$ cat config.mk
export PLATFORM = sky130hd
export DESIGN_NAME = frmpool_arbiter_flat
export DESIGN_NICKNAME = d
export VERILOG_FILES = /design/src/rtl/frmpool_pkg.sv /design/src/rtl/frmpool_arbiter_if.sv /design/src/rtl/frmpool_rr_pick.sv /design/src/rtl/frmpool_arbiter.sv /design/src/flat_wrapper.sv
export SDC_FILE = /design/constraint.sdc
export NUM_CORES = 1
export LEC_CHECK = 0
export CORE_AREA = 2 2 60 62
export DETAILED_ROUTE_END_ITERATION = 7
export DIE_AREA = 0 0 62 64
export DONT_BUFFER_PORTS = 1
export RECOVER_POWER = 25
export SETUP_SLACK_MARGIN = 0.3
export SLEW_MARGIN = 20
export SYNTH_ARGS = -nofsm -noshare
export SYNTH_HDL_FRONTEND = slang
export SYNTH_HIERARCHICAL = 1
export SYNTH_SLANG_ARGS = --single-unit
$ cat constraint.sdc
create_clock -name clk -period 3.08 [get_ports clk]
set_input_delay 0.616 -clock clk [delete_from_list [all_inputs] [get_ports clk]]
set_output_delay 0.616 -clock clk [all_outputs]
set_load 0.02 [all_outputs]
$ cat src/rtl/frmpool_pkg.sv
// Shared constants and grant encoding for the frame-pool arbiter.
package frmpool_pkg;
  localparam int FRMPOOL_DEPTH_BIT = 6;
  localparam int FRMPOOL_WIDTH     = 28;

  typedef enum logic [1:0] {
    GNT_IDLE = 2'd0,
    GNT_WR   = 2'd1,
    GNT_RD   = 2'd2
  } gnt_e;
endpackage

$ cat src/rtl/frmpool_arbiter_if.sv
// Requester + SRAM-wrapper bus of the frame-pool arbiter.
// master = requesters/wrapper side, slave = arbiter side.
interface frmpool_arbiter_if
  import frmpool_pkg::*;
#(
  parameter int AW     = FRMPOOL_DEPTH_BIT,
  parameter int DW     = FRMPOOL_WIDTH,
  parameter int NUM_RD = 2,
  parameter int ID_W   = 3
);
  logic                 wr_req;
  logic [AW-1:0]        wr_addr;
  logic [DW-1:0]        wr_data;
  logic                 wr_ack;
  logic [NUM_RD-1:0]    rd_req;
  logic [NUM_RD*AW-1:0] rd_addr;
  logic [NUM_RD-1:0]    rd_gnt;
  logic                 rd_vld;
  logic [ID_W-1:0]      rd_id;
  logic [DW-1:0]        rd_data;
  logic [AW-1:0]        ram_addr_r;
  logic [AW-1:0]        ram_addr_w;
  logic                 ram_read_en;
  logic                 ram_write_en;
  logic [DW-1:0]        ram_data_in;
  logic [DW-1:0]        ram_data_out;

  modport master (
    output wr_req, wr_addr, wr_data, rd_req, rd_addr, ram_data_out,
    input  wr_ack, rd_gnt, rd_vld, rd_id, rd_data,
           ram_addr_r, ram_addr_w, ram_read_en, ram_write_en, ram_data_in
  );

  modport slave (
    input  wr_req, wr_addr, wr_data, rd_req, rd_addr, ram_data_out,
    output wr_ack, rd_gnt, rd_vld, rd_id, rd_data,
           ram_addr_r, ram_addr_w, ram_read_en, ram_write_en, ram_data_in
  );
endinterface

$ cat src/rtl/frmpool_rr_pick.sv
// Combinational round-robin picker: first requester at or after ptr, cyclically.
module frmpool_rr_pick #(
  parameter int N    = 2,
  parameter int ID_W = 3
) (
  input  logic [N-1:0]    req,
  input  logic [ID_W-1:0] ptr,
  output logic [N-1:0]    gnt,
  output logic [ID_W-1:0] idx,
  output logic            any
);
  always_comb begin
    gnt = '0;
    idx = '0;
    any = 1'b0;
    // Pass 1 covers [ptr, N-1], pass 2 wraps to [0, ptr-1].
    for (int i = 0; i < N; i++) begin
      if (!any && req[i] && (i >= int'(ptr))) begin
        any    = 1'b1;
        gnt[i] = 1'b1;
        idx    = ID_W'(i);
      end
    end
    for (int i = 0; i < N; i++) begin
      if (!any && req[i] && (i < int'(ptr))) begin
        any    = 1'b1;
        gnt[i] = 1'b1;
        idx    = ID_W'(i);
      end
    end
  end
endmodule

$ cat src/rtl/frmpool_arbiter.sv
// Single-port frame-pool arbiter: one writer (priority, starvation-guarded) vs
// NUM_RD round-robin readers. Optional stats counter under FRMPOOL_ARB_STAT_EN.
module frmpool_arbiter
  import frmpool_pkg::*;
#(
  parameter int SRAM_DEPTH_BIT = FRMPOOL_DEPTH_BIT,
  parameter int SRAM_WIDTH     = FRMPOOL_WIDTH,
  parameter int NUM_RD         = 2,
  parameter int RD_ID_W        = 3,
  parameter int WR_STARVE_MAX  = 4
) (
  input  logic clk,
  input  logic rst_n,
  frmpool_arbiter_if.slave bus
`ifdef FRMPOOL_ARB_STAT_EN
  ,
  input  logic        stat_clr,
  output logic [15:0] stat_conflict_cnt
`endif
);
  localparam logic [3:0] STARVE_MAX = 4'(WR_STARVE_MAX);

  logic [NUM_RD-1:0][SRAM_DEPTH_BIT-1:0] rd_addr_a;
  logic [NUM_RD-1:0]  pick_gnt;
  logic [RD_ID_W-1:0] pick_idx;
  logic               any_rd;
  gnt_e               gnt_type;

  logic [3:0]         starve_cnt_q, starve_cnt_d;
  logic [RD_ID_W-1:0] rr_ptr_q, rr_ptr_d;
  logic               rd_vld_q, rd_vld_d;
  logic [RD_ID_W-1:0] rd_id_q, rd_id_d;

  assign rd_addr_a = bus.rd_addr;

  frmpool_rr_pick #(.N(NUM_RD), .ID_W(RD_ID_W)) u_pick (
    .req (bus.rd_req),
    .ptr (rr_ptr_q),
    .gnt (pick_gnt),
    .idx (pick_idx),
    .any (any_rd)
  );

  always_comb begin
    gnt_type = GNT_IDLE;
    if (bus.wr_req && !(any_rd && starve_cnt_q == STARVE_MAX)) gnt_type = GNT_WR;
    else if (any_rd)                                           gnt_type = GNT_RD;
  end

  assign bus.wr_ack       = (gnt_type == GNT_WR);
  assign bus.rd_gnt       = (gnt_type == GNT_RD) ? pick_gnt : '0;
  assign bus.ram_write_en = bus.wr_ack;
  assign bus.ram_read_en  = |bus.rd_gnt;
  assign bus.ram_addr_w   = bus.wr_addr;
  assign bus.ram_data_in  = bus.wr_data;
  assign bus.rd_data      = bus.ram_data_out;
  assign bus.rd_vld       = rd_vld_q;
  assign bus.rd_id        = rd_id_q;

  // rd_gnt is all-zero unless a read wins, so the address mux falls to 0.
  always_comb begin
    bus.ram_addr_r = '0;
    for (int i = 0; i < NUM_RD; i++)
      if (bus.rd_gnt[i]) bus.ram_addr_r = rd_addr_a[i];
  end

  always_comb begin
    starve_cnt_d = starve_cnt_q;
    rr_ptr_d     = rr_ptr_q;
    rd_vld_d     = (gnt_type == GNT_RD);
    rd_id_d      = rd_id_q;
    if (!any_rd || gnt_type == GNT_RD) starve_cnt_d = '0;
    else if (gnt_type == GNT_WR && starve_cnt_q != STARVE_MAX)
      starve_cnt_d = starve_cnt_q + 4'd1;
    if (gnt_type == GNT_RD) begin
      rd_id_d  = pick_idx;
      rr_ptr_d = (int'(pick_idx) + 1 == NUM_RD) ? '0 : pick_idx + RD_ID_W'(1);
    end
  end

  always_ff @(posedge clk or negedge rst_n) begin
    if (!rst_n) begin
      starve_cnt_q <= '0;
      rr_ptr_q     <= '0;
      rd_vld_q     <= 1'b0;
      rd_id_q      <= '0;
    end else begin
      starve_cnt_q <= starve_cnt_d;
      rr_ptr_q     <= rr_ptr_d;
      rd_vld_q     <= rd_vld_d;
      rd_id_q      <= rd_id_d;
    end
  end

`ifdef FRMPOOL_ARB_STAT_EN
  logic [15:0] stat_q, stat_d;

  always_comb begin
    stat_d = stat_q;
    if (stat_clr) stat_d = '0;
    else if (bus.wr_req && any_rd && stat_q != 16'hFFFF) stat_d = stat_q + 16'd1;
  end

  always_ff @(posedge clk or negedge rst_n) begin
    if (!rst_n) stat_q <= '0;
    else        stat_q <= stat_d;
  end

  assign stat_conflict_cnt = stat_q;
`endif
endmodule
$ cat src/flat_wrapper.sv
// flat-port wrapper written by rule: the top's interface ports become plain ports
module frmpool_arbiter_flat import frmpool_pkg::*;
#(
  parameter int SRAM_DEPTH_BIT = FRMPOOL_DEPTH_BIT,
  parameter int SRAM_WIDTH     = FRMPOOL_WIDTH,
  parameter int NUM_RD         = 2,
  parameter int RD_ID_W        = 3,
  parameter int WR_STARVE_MAX  = 4
)
  (clk, rst_n, bus_wr_req, bus_wr_addr, bus_wr_data, bus_rd_req, bus_rd_addr, bus_ram_data_out, bus_wr_ack, bus_rd_gnt, bus_rd_vld, bus_rd_id, bus_rd_data, bus_ram_addr_r, bus_ram_addr_w, bus_ram_read_en, bus_ram_write_en, bus_ram_data_in);
  frmpool_arbiter_if #(.NUM_RD(NUM_RD)) bus_i ();
  input  logic clk;
  input  logic rst_n;
  input wire logic [$bits(bus_i.wr_req)-1:0] bus_wr_req;
  input wire logic [$bits(bus_i.wr_addr)-1:0] bus_wr_addr;
  input wire logic [$bits(bus_i.wr_data)-1:0] bus_wr_data;
  input wire logic [$bits(bus_i.rd_req)-1:0] bus_rd_req;
  input wire logic [$bits(bus_i.rd_addr)-1:0] bus_rd_addr;
  input wire logic [$bits(bus_i.ram_data_out)-1:0] bus_ram_data_out;
  output wire logic [$bits(bus_i.wr_ack)-1:0] bus_wr_ack;
  output wire logic [$bits(bus_i.rd_gnt)-1:0] bus_rd_gnt;
  output wire logic [$bits(bus_i.rd_vld)-1:0] bus_rd_vld;
  output wire logic [$bits(bus_i.rd_id)-1:0] bus_rd_id;
  output wire logic [$bits(bus_i.rd_data)-1:0] bus_rd_data;
  output wire logic [$bits(bus_i.ram_addr_r)-1:0] bus_ram_addr_r;
  output wire logic [$bits(bus_i.ram_addr_w)-1:0] bus_ram_addr_w;
  output wire logic [$bits(bus_i.ram_read_en)-1:0] bus_ram_read_en;
  output wire logic [$bits(bus_i.ram_write_en)-1:0] bus_ram_write_en;
  output wire logic [$bits(bus_i.ram_data_in)-1:0] bus_ram_data_in;
  assign bus_i.wr_req = bus_wr_req;
  assign bus_i.wr_addr = bus_wr_addr;
  assign bus_i.wr_data = bus_wr_data;
  assign bus_i.rd_req = bus_rd_req;
  assign bus_i.rd_addr = bus_rd_addr;
  assign bus_i.ram_data_out = bus_ram_data_out;
  assign bus_wr_ack = bus_i.wr_ack;
  assign bus_rd_gnt = bus_i.rd_gnt;
  assign bus_rd_vld = bus_i.rd_vld;
  assign bus_rd_id = bus_i.rd_id;
  assign bus_rd_data = bus_i.rd_data;
  assign bus_ram_addr_r = bus_i.ram_addr_r;
  assign bus_ram_addr_w = bus_i.ram_addr_w;
  assign bus_ram_read_en = bus_i.ram_read_en;
  assign bus_ram_write_en = bus_i.ram_write_en;
  assign bus_ram_data_in = bus_i.ram_data_in;
  frmpool_arbiter #(.SRAM_DEPTH_BIT(SRAM_DEPTH_BIT), .SRAM_WIDTH(SRAM_WIDTH), .NUM_RD(NUM_RD), .RD_ID_W(RD_ID_W), .WR_STARVE_MAX(WR_STARVE_MAX)) u_core (.clk(clk), .rst_n(rst_n), .bus(bus_i));
endmodule
==> results.md <==
- Status: complete, no violations
- Die X: 62 um
- Antenna diodes: 0
- CTS tree: done
- Layout cells sized above 1: 0.1558
- Root Buffer: clkbuf_4
- Clock Power Share: 0.273
- Vias in the first global route: ~670
- Vias per inst: 5.016
- Cts hold-fix bufs: 0
- HP Class: input pin to asynchronous set/reset pin
- Clk_lat worst skew: between 0.2 and 0.3 ns
- Fin. max-slew vios: 0
- P_sw: 0.0001139 W
- Final HPWL DP: 2.313 mm
- PostCTS Resize Cnt: 0
- Clk buf depth: 2
- Syn Std Cell Area: 1185 um^2
- Via count: 617
- EDFF count, synth: 0
- PD cells: 458.1 nW/um^2
- Netlist cell types: 23
- Largest net degree at the start of global routing: 13
- Port bufs: 0
- RSZ-0062 raised after global routing: false
- Core ar.: approximately 3300 um^2
- Per-cell routed wire length: 22.00 um
- TritonCTS Buffers: 3
- Starting Density: 0.3608
- Syn Area/Cell: approximately 8.5 um^2
- WP data arrival: 1.96 ns
- Asr flop ratio synth: 1.000
- Global-route wire length before repair: between 3 and 4 mm
- Post-Syn Instances: between 100 and 150
- Rows: 21
- Maxcap violations: 0
- # placed instances: 119
- Worst VDD drop: 179.8 uV
- Fmax: between 0.3 and 0.4 GHz
- Initial DRC Count: 16
- Final RePlAce weighted congestion: 0.7733
- Initial antenna violation count: 0
- Final hold vios: 0
- Wirelength, routed: 2.706 mm
- Critical path class: register to primary output
- Filler cell count: about 360
- DRT Pass-1 Iters: 4
- Internal: 0.0002403 W
- Die area: 3968 um^2
- H-tree depth: 1
- DRC viols: 0
- Reg clk slew, reported paths: 0.07 ns
- Die H: 64 um
- Nets: 161
- Crit share post-route: 0.8352
- Utilization after layout: 0.2354
- Total track usage: 0.1282
- Post-Route Setup TNS: 0 ns
- ANT nets after route: 0
- Number of setup buffers added after CTS: 0
- # IOs: 156
- YS warnings: 6
- Tmin final: 2.573 ns
- Crit path launch type: register
- Sequential group share of total power: 0.502
- Setup crit end kind: primary output
- CTS sink cnt: 11
- Comb pwr share: 0.224
- Max Clock Skew: 0.002240 ns
- Net Sw Frac: 0.3216
- # setup viols final: 0
- Area grow syn2layout: -34.74%
- Congestion Overflow GR: 0
- Non-Filler Instances: 123
- Synthesized flop and latch total: 11
- LEAKAGE: 0.3492 nW
- Seq/Total Area, Yosys: 0.2323
- Ys flop type: dfrtp_1
- Critical Path RT: 2.46 ns
- Crit path max fanout: 8
[final timing paths]
check	start	to	depth (start not counted)	slack, ns
hold / removal	rst_n	u_core/bus.rd_id[1]$_DFFE_PN0N_	0	0.04
hold reg to reg	u_core/starve_cnt_q[0]$_DFFE_PN0P_	u_core/starve_cnt_q[0]$_DFFE_PN0P_	1	0.50
min in group clk	u_core/starve_cnt_q[0]$_DFFE_PN0P_	u_core/starve_cnt_q[0]$_DFFE_PN0P_	1	0.50
setup / recovery	u_core/rr_ptr_q[2]$_DFFE_PN0N_	bus_ram_read_en	4	0.51
max in group asynchronous	rst_n	u_core/starve_cnt_q[2]$_DFFE_PN0P_	0	2.97
setup reg to reg	u_core/rr_ptr_q[2]$_DFFE_PN0N_	u_core/rr_ptr_q[1]$_DFFE_PN0N_	5	1.14
[area by class of cell]
type | count | area, um^2 | area share
clock buffers | 4 | 26.28 | 0.03398
multi-input cells | 53 | 377.9 | 0.4887
inverters | 9 | 36.28 | 0.04693
well taps | 46 | 57.56 | 0.07443
flip-flops and latches | 11 | 275.3 | 0.3560
[per-layer routing]
layer,vias to the layer above,track usage,share of wire
li1,250,-,-
met1,273,0.09850,0.28
met2,86,0.2292,0.50
met3,8,0.09514,0.21
met4,0,0.05053,0.0085
met5,-,0,0
[placed cells by master, fill, tap and decap left out, types with 3 or more instances in the layout]
cell type / n
a21oi_1: 4
dfrtp_1: 11
clkbuf_4: 3
a22oi_1: 6
nor2_1: 17
inv_1: 8
ha_1: 4
mux2_4: 3
[cells in the mapped netlist, types with 2 or more instances]
master	number	area, um^2
buf_4	65	488.0
nor2_1	17	63.81
dfrtp_1	11	275.3
inv_1	8	30.03
a22oi_1	6	45.04
a21oi_1	5	25.02
ha_1	4	50.05
mux2_4	3	45.04
a32o_1	2	20.02
nand2_4	2	22.52
nand3_1	2	10.01
o21a_1	2	15.01
xnor2_1	2	17.52
[logic make-up after synthesis]
| kind of cell | share of synthesized area |
|---|---|
| XOR/XNOR | 0.02218 |
| AO/OA/AOI/OAI | 0.09291 |
| adder cells (fa/ha/maj) | 0.04224 |
| other | 0.003165 |
| multiplexers | 0.03801 |
| AND/OR/NAND/NOR | 0.1140 |
| buffers and inverters | 0.4551 |
| flip-flops | 0.2323 |
[flip-flops by register name, summed over array words and instances (netlist names)]
register and count:
u_core/bus.rd_id 3, u_core/bus.rd_vld 1, u_core/rr_ptr_q 3, u_core/starve_cnt_q 4
[critical path, stage by stage, from the launching register on]
cell	delay [ns]
dfrtp_1	0.37
or3b_1	0.43
a21oi_2	0.35
inv_1	0.10
a21oi_1	0.44
[power by group through the flow]
stage	logic [W]	registers [W]	clock network [W]
after floorplan	0.000191	0.000178	0
after global placement	0.0000753	0.000180	0
after detailed placement	0.0000778	0.000180	0
after CTS	0.0000786	0.000178	0.000103
after global routing	0.0000902	0.000180	0.000108
final	0.0000795	0.000178	0.0000969
[metrics by stage]
stage | hold slack, ns | instance area, um^2 | total power, W | setup WS, ns
after detailed placement | 0.3207 | 743.2 | 0.0002582 | 0.6037
after CTS | 0.02305 | 769.5 | 0.0003596 | 0.3014
final | 0.03798 | 773.2 | 0.0003542 | 0.5074
after global routing | 0.01654 | 773.2 | 0.0003784 | 0.3346
after global placement | 0.3207 | 743.2 | 0.0002551 | 0.7306
after floorplan | 0.3204 | 1189 | 0.0003685 | 0.8857
No activity file was read; power rests on OpenSTA's default activity.
